--- config.mk ---
export PLATFORM = sky130hd
export DESIGN_NAME = argmax_sel
export DESIGN_NICKNAME = d
export VERILOG_FILES = /design/src/rtl/mnist_pkg.sv /design/src/rtl/argmax_sel.sv
export SDC_FILE = /design/constraint.sdc
export NUM_CORES = 1
export LEC_CHECK = 0
export ABC_CLOCK_PERIOD_IN_PS = 6400
export CORE_MARGIN = 2
export CORE_UTILIZATION = 50
export CTS_BUF_LIST = sky130_fd_sc_hd__clkbuf_2
export DETAILED_ROUTE_END_ITERATION = 7
export PLACE_DENSITY = 0.77
export SETUP_SLACK_MARGIN = 0.3
export SYNTH_ARGS = -nofsm -noshare
export SYNTH_HDL_FRONTEND = slang
export SYNTH_SLANG_ARGS = --single-unit
--- constraint.sdc ---
create_clock -name clk -period 6.4 [get_ports clk]
set_input_delay 0.96 -clock clk [delete_from_list [all_inputs] [get_ports clk]]
set_output_delay 0.96 -clock clk [all_outputs]
set_load 0.01 [all_outputs]
--- src/rtl/mnist_pkg.sv ---
// mnist_pkg: constants and FSM state type shared by the classification stage.
package mnist_pkg;
    localparam int NUM_CLASS = 10;
    localparam int CLS_WIDTH = 4;
    typedef enum logic {IDLE, ACC} argmax_state_t;
endpackage

--- src/rtl/argmax_sel.sv ---
// argmax_sel: snoops the FC result write stream and picks the arg-max class of each frame.
//   in_en/in_addr/in_data/in_done : one frame of NUM_CLASS signed scores, contiguous addresses
//   label_we/label                : ground truth for the next classified frame
//   pred_valid/class/score/correct: one-cycle result strobe, class/score held until the next one
//   frame_err                     : one-cycle strobe when a malformed frame is discarded
//   img_cnt/correct_cnt           : wrapping frame and correct-prediction counters
module argmax_sel
    import mnist_pkg::*;
#(
    parameter int DATA_WIDTH = 32,
    parameter int ADDR_WIDTH = 7,
    parameter int CNT_WIDTH  = 16
) (
    input  logic                  clk,
    input  logic                  rst,
    input  logic                  in_en,
    input  logic [ADDR_WIDTH-1:0] in_addr,
    input  logic [DATA_WIDTH-1:0] in_data,
    input  logic                  in_done,
    input  logic                  label_we,
    input  logic [CLS_WIDTH-1:0]  label,
    output logic                  pred_valid,
    output logic [CLS_WIDTH-1:0]  pred_class,
    output logic [DATA_WIDTH-1:0] pred_score,
    output logic                  pred_correct,
    output logic                  frame_err,
    output logic [CNT_WIDTH-1:0]  img_cnt,
    output logic [CNT_WIDTH-1:0]  correct_cnt
);
    argmax_state_t         state_q, state_d;
    logic [DATA_WIDTH-1:0] max_q, max_d, pred_score_q, pred_score_d, new_max;
    logic [CLS_WIDTH-1:0]  idx_q, idx_d, beat_q, beat_d, label_q, label_d, pred_class_q, pred_class_d, new_idx;
    logic [ADDR_WIDTH-1:0] exp_addr_q, exp_addr_d;
    logic [CNT_WIDTH-1:0]  img_cnt_q, img_cnt_d, correct_cnt_q, correct_cnt_d;
    logic                  label_ok_q, label_ok_d, pred_valid_q, pred_valid_d;
    logic                  pred_correct_q, pred_correct_d, frame_err_q, frame_err_d;
    logic                  last, gt, hit;

    always_comb begin
        last           = beat_q == CLS_WIDTH'(NUM_CLASS - 1);
        // strict compare keeps the lower index on ties
        gt             = $signed(in_data) > $signed(max_q);
        new_max        = gt ? in_data : max_q;
        new_idx        = gt ? beat_q : idx_q;
        hit            = label_ok_q && new_idx == label_q;
        state_d        = state_q;
        max_d          = max_q;
        idx_d          = idx_q;
        beat_d         = beat_q;
        exp_addr_d     = exp_addr_q;
        label_d        = label_q;
        label_ok_d     = label_ok_q;
        pred_valid_d   = 1'b0;
        pred_class_d   = pred_class_q;
        pred_score_d   = pred_score_q;
        pred_correct_d = pred_correct_q;
        frame_err_d    = 1'b0;
        img_cnt_d      = img_cnt_q;
        correct_cnt_d  = correct_cnt_q;
        if (state_q == IDLE) begin
            if (in_en && in_done) begin
                frame_err_d = 1'b1;
            end else if (in_en) begin
                state_d    = ACC;
                max_d      = in_data;
                idx_d      = '0;
                beat_d     = CLS_WIDTH'(1);
                exp_addr_d = in_addr + ADDR_WIDTH'(1);
            end
        end else if (in_en) begin
            // address gap, early done, or missing done all discard the frame
            if (in_addr != exp_addr_q || in_done != last) begin
                frame_err_d = 1'b1;
                state_d     = IDLE;
            end else if (last) begin
                state_d        = IDLE;
                pred_valid_d   = 1'b1;
                pred_class_d   = new_idx;
                pred_score_d   = new_max;
                pred_correct_d = hit;
                img_cnt_d      = img_cnt_q + CNT_WIDTH'(1);
                correct_cnt_d  = correct_cnt_q + CNT_WIDTH'(hit);
                label_ok_d     = 1'b0;
            end else begin
                max_d      = new_max;
                idx_d      = new_idx;
                beat_d     = beat_q + CLS_WIDTH'(1);
                exp_addr_d = exp_addr_q + ADDR_WIDTH'(1);
            end
        end
        // a label written alongside the last beat belongs to the next frame
        if (label_we) begin
            label_d    = label;
            label_ok_d = 1'b1;
        end
    end

    always_ff @(posedge clk) begin
        if (rst) begin
            state_q        <= IDLE;
            max_q          <= '0;
            idx_q          <= '0;
            beat_q         <= '0;
            exp_addr_q     <= '0;
            label_q        <= '0;
            label_ok_q     <= 1'b0;
            pred_valid_q   <= 1'b0;
            pred_class_q   <= '0;
            pred_score_q   <= '0;
            pred_correct_q <= 1'b0;
            frame_err_q    <= 1'b0;
            img_cnt_q      <= '0;
            correct_cnt_q  <= '0;
        end else begin
            state_q        <= state_d;
            max_q          <= max_d;
            idx_q          <= idx_d;
            beat_q         <= beat_d;
            exp_addr_q     <= exp_addr_d;
            label_q        <= label_d;
            label_ok_q     <= label_ok_d;
            pred_valid_q   <= pred_valid_d;
            pred_class_q   <= pred_class_d;
            pred_score_q   <= pred_score_d;
            pred_correct_q <= pred_correct_d;
            frame_err_q    <= frame_err_d;
            img_cnt_q      <= img_cnt_d;
            correct_cnt_q  <= correct_cnt_d;
        end
    end

    assign pred_valid   = pred_valid_q;
    assign pred_class   = pred_class_q;
    assign pred_score   = pred_score_q;
    assign pred_correct = pred_correct_q;
    assign frame_err    = frame_err_q;
    assign img_cnt      = img_cnt_q;
    assign correct_cnt  = correct_cnt_q;
endmodule

==> flow_summary.yaml, run 1 <==
critical_path:
  r2r_cells: 15
  crit_chain: "clkdlybuf4s50_1 > ha_1 > a211oi_1 > o22a_1 > and4b_1 > nand2_1 > o21ai_4 > mux2i_1 > xnor2_1 > nor4b_1 > ha_1 > ha_1 > nand4_1 > or3_1 > a21oi_1"
  rr_endpoint: "correct_cnt[14]"
  max_stage_delay_ps: 600
  path_max_fanout: 18
  cpMostUsedCell: "ha_1"
  critPathKind: "input pin to flop"
  worstSetupEndpointType: "flop"
  worstPathArrival_ps: 5240
  worstPathRequired_ps: 7050
  crit_family: "simple AND/OR/NAND/NOR gates"
  cp_slowest_cell: "o21ai_4"
  cp-start-kind: "input pin"
  reg2reg_setup_slack_ps: 2150
  reg2reg_from: "max_q[29]"
  path_buf_inv: 1
power_and_ir_drop:
  vdd_drop_max_uv: 134
  p_leak_nw: 3.08
  p_per_area_nw_per_um2: 201
logic_synthesis:
  synth_cells: 707
  syn_area_per_cell_sq_um: 8.94
  yosys.area.top_type: "dfxtp_1"
  yosysWarnings: 0
  synth_area_sq_um: 6320
  async_flop_share_pct: 0
  synth_area_leaders: "dfxtp_1 (39%), mux2i_1 (12%), ha_1 (7.5%)"
  ys.flop_type: "dfxtp_1"
  ys_seq_area_share_pct: 39.3
  synth_edf_count: 0
  yosysUniqueCellTypes: 55
  ys_ff_latch: 124
  syn-num-nets: 793
  yosysTopAreaCellShare_pct: 39.3
sta:
  grt_setup_unrepaired: "false"
  slew_headroom_pct: 23.7
  fin_tns_setup_ps: 0
  hold_violations: 0
  setup_ws_ps: 1810
  max_freq_ghz: 0.218
  worst_clock_skew_ps: 25.1
  finalCritPeriodShare_pct: 71.7
  worst_slew_pin_slew_ps: 1140
  layout_min_cycle_time_ps: 4590
  finalMaxSlewViolations: 0
  finalSetupViolCount: 0
die:
  dieArea_sq_um: 13600
  rows: 41
  coreArea_sq_um: 12500
  fp.dieH_microns: 116
  start_util_pct: 50.7
  ios: 119
  fp.dieW_microns: 116
detailed_routing:
  dr_wl_met3_microns: 777
  met1Wirelength_microns: 6380
  drc: 0
  first_pass_iters: 4
  highest_layer: "met4"
  drtIter0Drc: 328
  totalWireLength_microns: 14300
  dr_wl_met2_microns: 6780
  routedWlPerCell_microns: 14.4
  via_per_inst: 5.41
  ant_nets: 0
  vias: 5392
cells_and_area:
  utilization_pct: 62.9
  fillers: 1085
  n_antenna_cell: 0
  layout_commonest_cell: "dfxtp_1"
  drive_gt1_share_pct: 6.42
  areaGrowthSynthToFinish_pct: 24.0
  final_cell_mix: "dfxtp_1 (124), clkdlybuf4s50_1 (117), nor2_1 (116), mux2i_1 (77), inv_1 (46)"
  final_cells: 997
  layout.nets: 898
  fin_area_sq_um: 7840
cts:
  clk_path_buf_depth: 2
  cts_root_buffer: "clkbuf_2"
  path_clk_slew_ps: 160
  clk_latency_ps: 730
  cts_made_buffers: 17
  cts_tree: "done"
  cts_sinks: 124
  postCtsResizedCells: 0
  h-tree-depth: 4
  cts_setup_buffers: 0
  cts_hold_buffers: 0
global_routing:
  grt_pass1_vias: 5110
  grt_max_degree: 89
  grt_usage_pct: 22.0
  overflow: 0
  grt_first_pass_wirelength_microns: 23700
  antenna_found_initial: 0
place:
  io_buffer_count: 118
  dp_cells: 965
  placed_area_sq_um: 7570
  gp_congestion: 0.857
  dp_hpwl_microns: 10300
  pre_cts_slack_ps: 1110
outcome:
  status: "completed"
run:
  drv_cap: 0
hold_path:
  hp-class: "flop to flop"
  whs_path_depth: 2
  hold_path_end: "exp_addr_q[6]"
  worstHoldStart: "exp_addr_q[6]"
-- stage by stage --
stage                     hold slack (ps)  power [mW]
after floorplan                       448       0.969
after global placement                460        1.03
after detailed placement              494        1.04
after CTS                             512        1.59
after global routing                  534        1.65
final                                 509        1.57
-- worst max path at each step --
stage	cells past startpoint	startpoint	slack, ps	to
after floorplan	14	in_data[14]	2410	correct_cnt[10]
after global placement	15	in_data[29]	1220	correct_cnt[14]
after detailed placement	15	in_data[29]	1110	correct_cnt[14]
after CTS	15	in_data[29]	1870	correct_cnt[14]
after global routing	15	in_data[29]	1500	correct_cnt[12]
final	15	in_data[29]	1810	correct_cnt[14]
-- kinds of logic (layout without fill, tap and decap cells) --
| kind of cell | Yosys count | count (layout) | synth area share [%] |
|---|---|---|---|
| and+or+nand+nor | 235 | 235 | 18.5 |
| DFF | 124 | 124 | 39.3 |
| AOI/OAI and AO/OA | 116 | 116 | 12.0 |
| buffers and inverters | 83 | 201 | 5.62 |
| muxes | 79 | 79 | 12.5 |
| adders and majority gates | 38 | 38 | 7.52 |
| xor gates and xnor gates | 32 | 32 | 4.55 |
-- synthesized netlist by cell type (all sizes together), types with 2 or more instances --
library cell / n
nand4: 19
nor2b: 7
and2: 4
dfxtp: 124
nand3: 10
nor4: 4
clkbuf: 25
xor2: 23
a211oi: 38
nor2: 116
mux2i: 77
a31oi: 8
mux2: 2
nand2: 35
and4: 2
buf: 11
xnor2: 9
a211o: 2
a21oi: 34
nor3: 13
o21ai: 20
or3: 11
ha: 38
o211ai: 2
inv: 47
or2: 2
and3: 6
nand2b: 2
-- routing by layer --
| layer | vias to the layer above | track usage (%) |
|---|---|---|
| met4 | 0 | 10.4 |
| li1 | 2686 | - |
| met3 | 33 | 5.60 |
| met2 | 159 | 37.3 |
| met5 | - | 0 |
| met1 | 2514 | 26.2 |
-- worst min-delay path, stage by stage (launching register included) --
cell	delay (ps)
dfxtp_1	360
nand2_1	60
a21oi_1	60
-- flip-flops by register name, summed over array words and instances, names as in the netlist --
| signal | flops |
|---|---|
| max_q | 32 |
| exp_addr_q | 7 |
| beat_q | 4 |
| frame_err | 1 |
| pred_class | 4 |
| img_cnt | 16 |
| idx_q | 4 |
| label_q | 4 |
| pred_correct | 1 |
| correct_cnt | 16 |
| pred_valid | 1 |
| pred_score | 32 |
| state_q | 1 |
| label_ok_q | 1 |
-- cell type report --
class / count / area [sq um] / area share [%]
tap: 172 / 215 / 2.74
multi-input combinational: 500 / 3490 / 44.5
clock buffer: 18 / 90.1 / 1.15
clock inverter: 14 / 176 / 2.25
sequential: 124 / 2480 / 31.7
inverter: 47 / 176 / 2.25
timing repair buffer: 122 / 1210 / 15.4
-- report_power, final --
part           switching, mW  internal (mW)  total, mW  leakage (nW)
Combinational          0.117          0.103      0.220          1.92
Sequential            0.0151          0.789      0.804          1.00
Clock                  0.297          0.252      0.550         0.157
Total                  0.430           1.14       1.57          3.08
Power figures use the tool's default switching activity.
==> run 2: changes to the inputs <==
--- a/config.mk
+++ b/config.mk
@@ -5,7 +5,7 @@
 export SDC_FILE = /design/constraint.sdc
 export NUM_CORES = 1
 export LEC_CHECK = 0
-export ABC_CLOCK_PERIOD_IN_PS = 6400
+export ABC_CLOCK_PERIOD_IN_PS = 4700
 export CORE_MARGIN = 2
 export CORE_UTILIZATION = 50
 export CTS_BUF_LIST = sky130_fd_sc_hd__clkbuf_2
==> constraint.sdc (replaced) <==
create_clock -name clk -period 4.7 [get_ports clk]
set_input_delay 0.705 -clock clk [delete_from_list [all_inputs] [get_ports clk]]
set_output_delay 0.705 -clock clk [all_outputs]
set_load 0.01 [all_outputs]
==> flow_summary.yaml, run 2 (synthesis results as in run 1) <==
die:
  ios: 119
  rows: 41
  fp.dieH_microns: 116
  dieArea_sq_um: 13600
  coreArea_sq_um: 12500
  fp.dieW_microns: 116
  start_util_pct: 50.7
sta:
  fin_tns_setup_ps: 0
  hold_violations: 0
  finalSetupViolCount: 0
  worst_clock_skew_ps: 25.8
  max_freq_ghz: 0.254
  timing.hold.ws_ps: 482
  finalMaxSlewViolations: 0
  grt_setup_unrepaired: "false"
  setup_ws_ps: 766
  finalCritPeriodShare_pct: 83.7
  slew_headroom_pct: 50.8
  layout_min_cycle_time_ps: 3930
  worst_slew_pin_slew_ps: 738
power_and_ir_drop:
  p_leak_nw: 3.09
  vdd_drop_max_uv: 217
  p_per_area_nw_per_um2: 263
  power.total_mw: 2.06
critical_path:
  worstSetupEndpointType: "flop"
  cp-start-kind: "input pin"
  r2r_cells: 15
  rr_endpoint: "correct_cnt[12]"
  worstPathRequired_ps: 5300
  critPathKind: "input pin to flop"
  worstPathArrival_ps: 4530
  reg2reg_setup_slack_ps: 860
  path_max_fanout: 8
  reg2reg_from: "max_q[14]"
cells_and_area:
  areaGrowthSynthToFinish_pct: 24.0
  drive_gt1_share_pct: 6.16
  layout_commonest_cell: "dfxtp_1"
  final_cell_mix: "dfxtp_1 (124), clkdlybuf4s50_1 (117), nor2_1 (116), mux2i_1 (77), inv_1 (46)"
  fin_area_sq_um: 7840
  final_cells: 1000
  layout.nets: 901
  regArea_sq_um: 2480
  multi_input_area_sq_um: 3490
  fillers: 1100
  n_antenna_cell: 0
  utilization_pct: 62.9
place:
  dp_cells: 968
  pre_cts_slack_ps: 114
  io_buffer_count: 118
  dp_hpwl_microns: 10400
  placed_area_sq_um: 7610
  gp_congestion: 0.818
cts:
  cts_root_buffer: "clkbuf_2"
  clk_path_buf_depth: 2
  path_clk_slew_ps: 170
  cts_sinks: 124
  cts_hold_buffers: 0
  clk_latency_ps: 680
  h-tree-depth: 4
  cts_made_buffers: 17
  cts_tree: "done"
  postCtsResizedCells: 0
  cts_setup_buffers: 0
hold_path:
  whs_path_depth: 2
  hold_path_end: "exp_addr_q[6]"
  hp-class: "flop to flop"
  worstHoldStart: "exp_addr_q[6]"
global_routing:
  grt_usage_pct: 22.1
  overflow: 0
  grt_pass1_vias: 5131
  antenna_found_initial: 0
  grt_max_degree: 71
  grt_first_pass_wirelength_microns: 23900
outcome:
  status: "completed"
detailed_routing:
  drtIter0Drc: 371
  ant_nets: 0
  via_per_inst: 5.35
  drc: 0
  totalWireLength_microns: 14400
  vias: 5351
  first_pass_iters: 5
  routedWlPerCell_microns: 14.4
run:
  drv_cap: 0
[run 2: per-layer routing]
metal | part of all wire, % | track usage, %
met5 | 0 | 0
met4 | 1.4 | 7.30
met3 | 5.0 | 5.81
met2 | 48 | 37.2
met1 | 46 | 27.5
[run 2: critical path, cell delays in order]
cell and delay (ps):
clkdlybuf4s50_1 460, ha_1 340, nand4_1 170, a2111o_1 420, a31oi_1 360, o21ai_4 110, buf_4 180, o21ai_0 60
o311ai_0 220, nor4b_1 360, ha_1 220, ha_1 190, nand4_1 210, or3_1 370, a21oi_1 140
[run 2: power breakdown]
part	leakage (nW)	internal (mW)	total, mW	switching, mW
Sequential	1.00	1.07	1.09	0.0199
Clock	0.147	0.290	0.665	0.375
Combinational	1.94	0.143	0.304	0.161
[run 2: worst max path at each step]
| stage | from | end | slack (ps) |
|---|---|---|---|
| 2_1_floorplan | in_data[14] | correct_cnt[10] | 970 |
| 3_3_place_gp | in_data[7] | correct_cnt[14] | 160 |
| 3_5_place_dp | in_data[14] | correct_cnt[12] | 110 |
| 4_1_cts | in_data[14] | correct_cnt[12] | 840 |
| 5_1_grt | max_q[14] | correct_cnt[12] | 370 |
| 6_report | in_data[14] | correct_cnt[12] | 770 |
[run 2: cell type report]
cell class | count | area share, %
repair buffers | 125 | 15.9
clock inverters | 12 | 1.63
clock buffers | 20 | 1.28
inverters | 47 | 2.25
flip-flops and latches | 124 | 31.7
multi-input cells | 500 | 44.6
well taps | 172 | 2.75
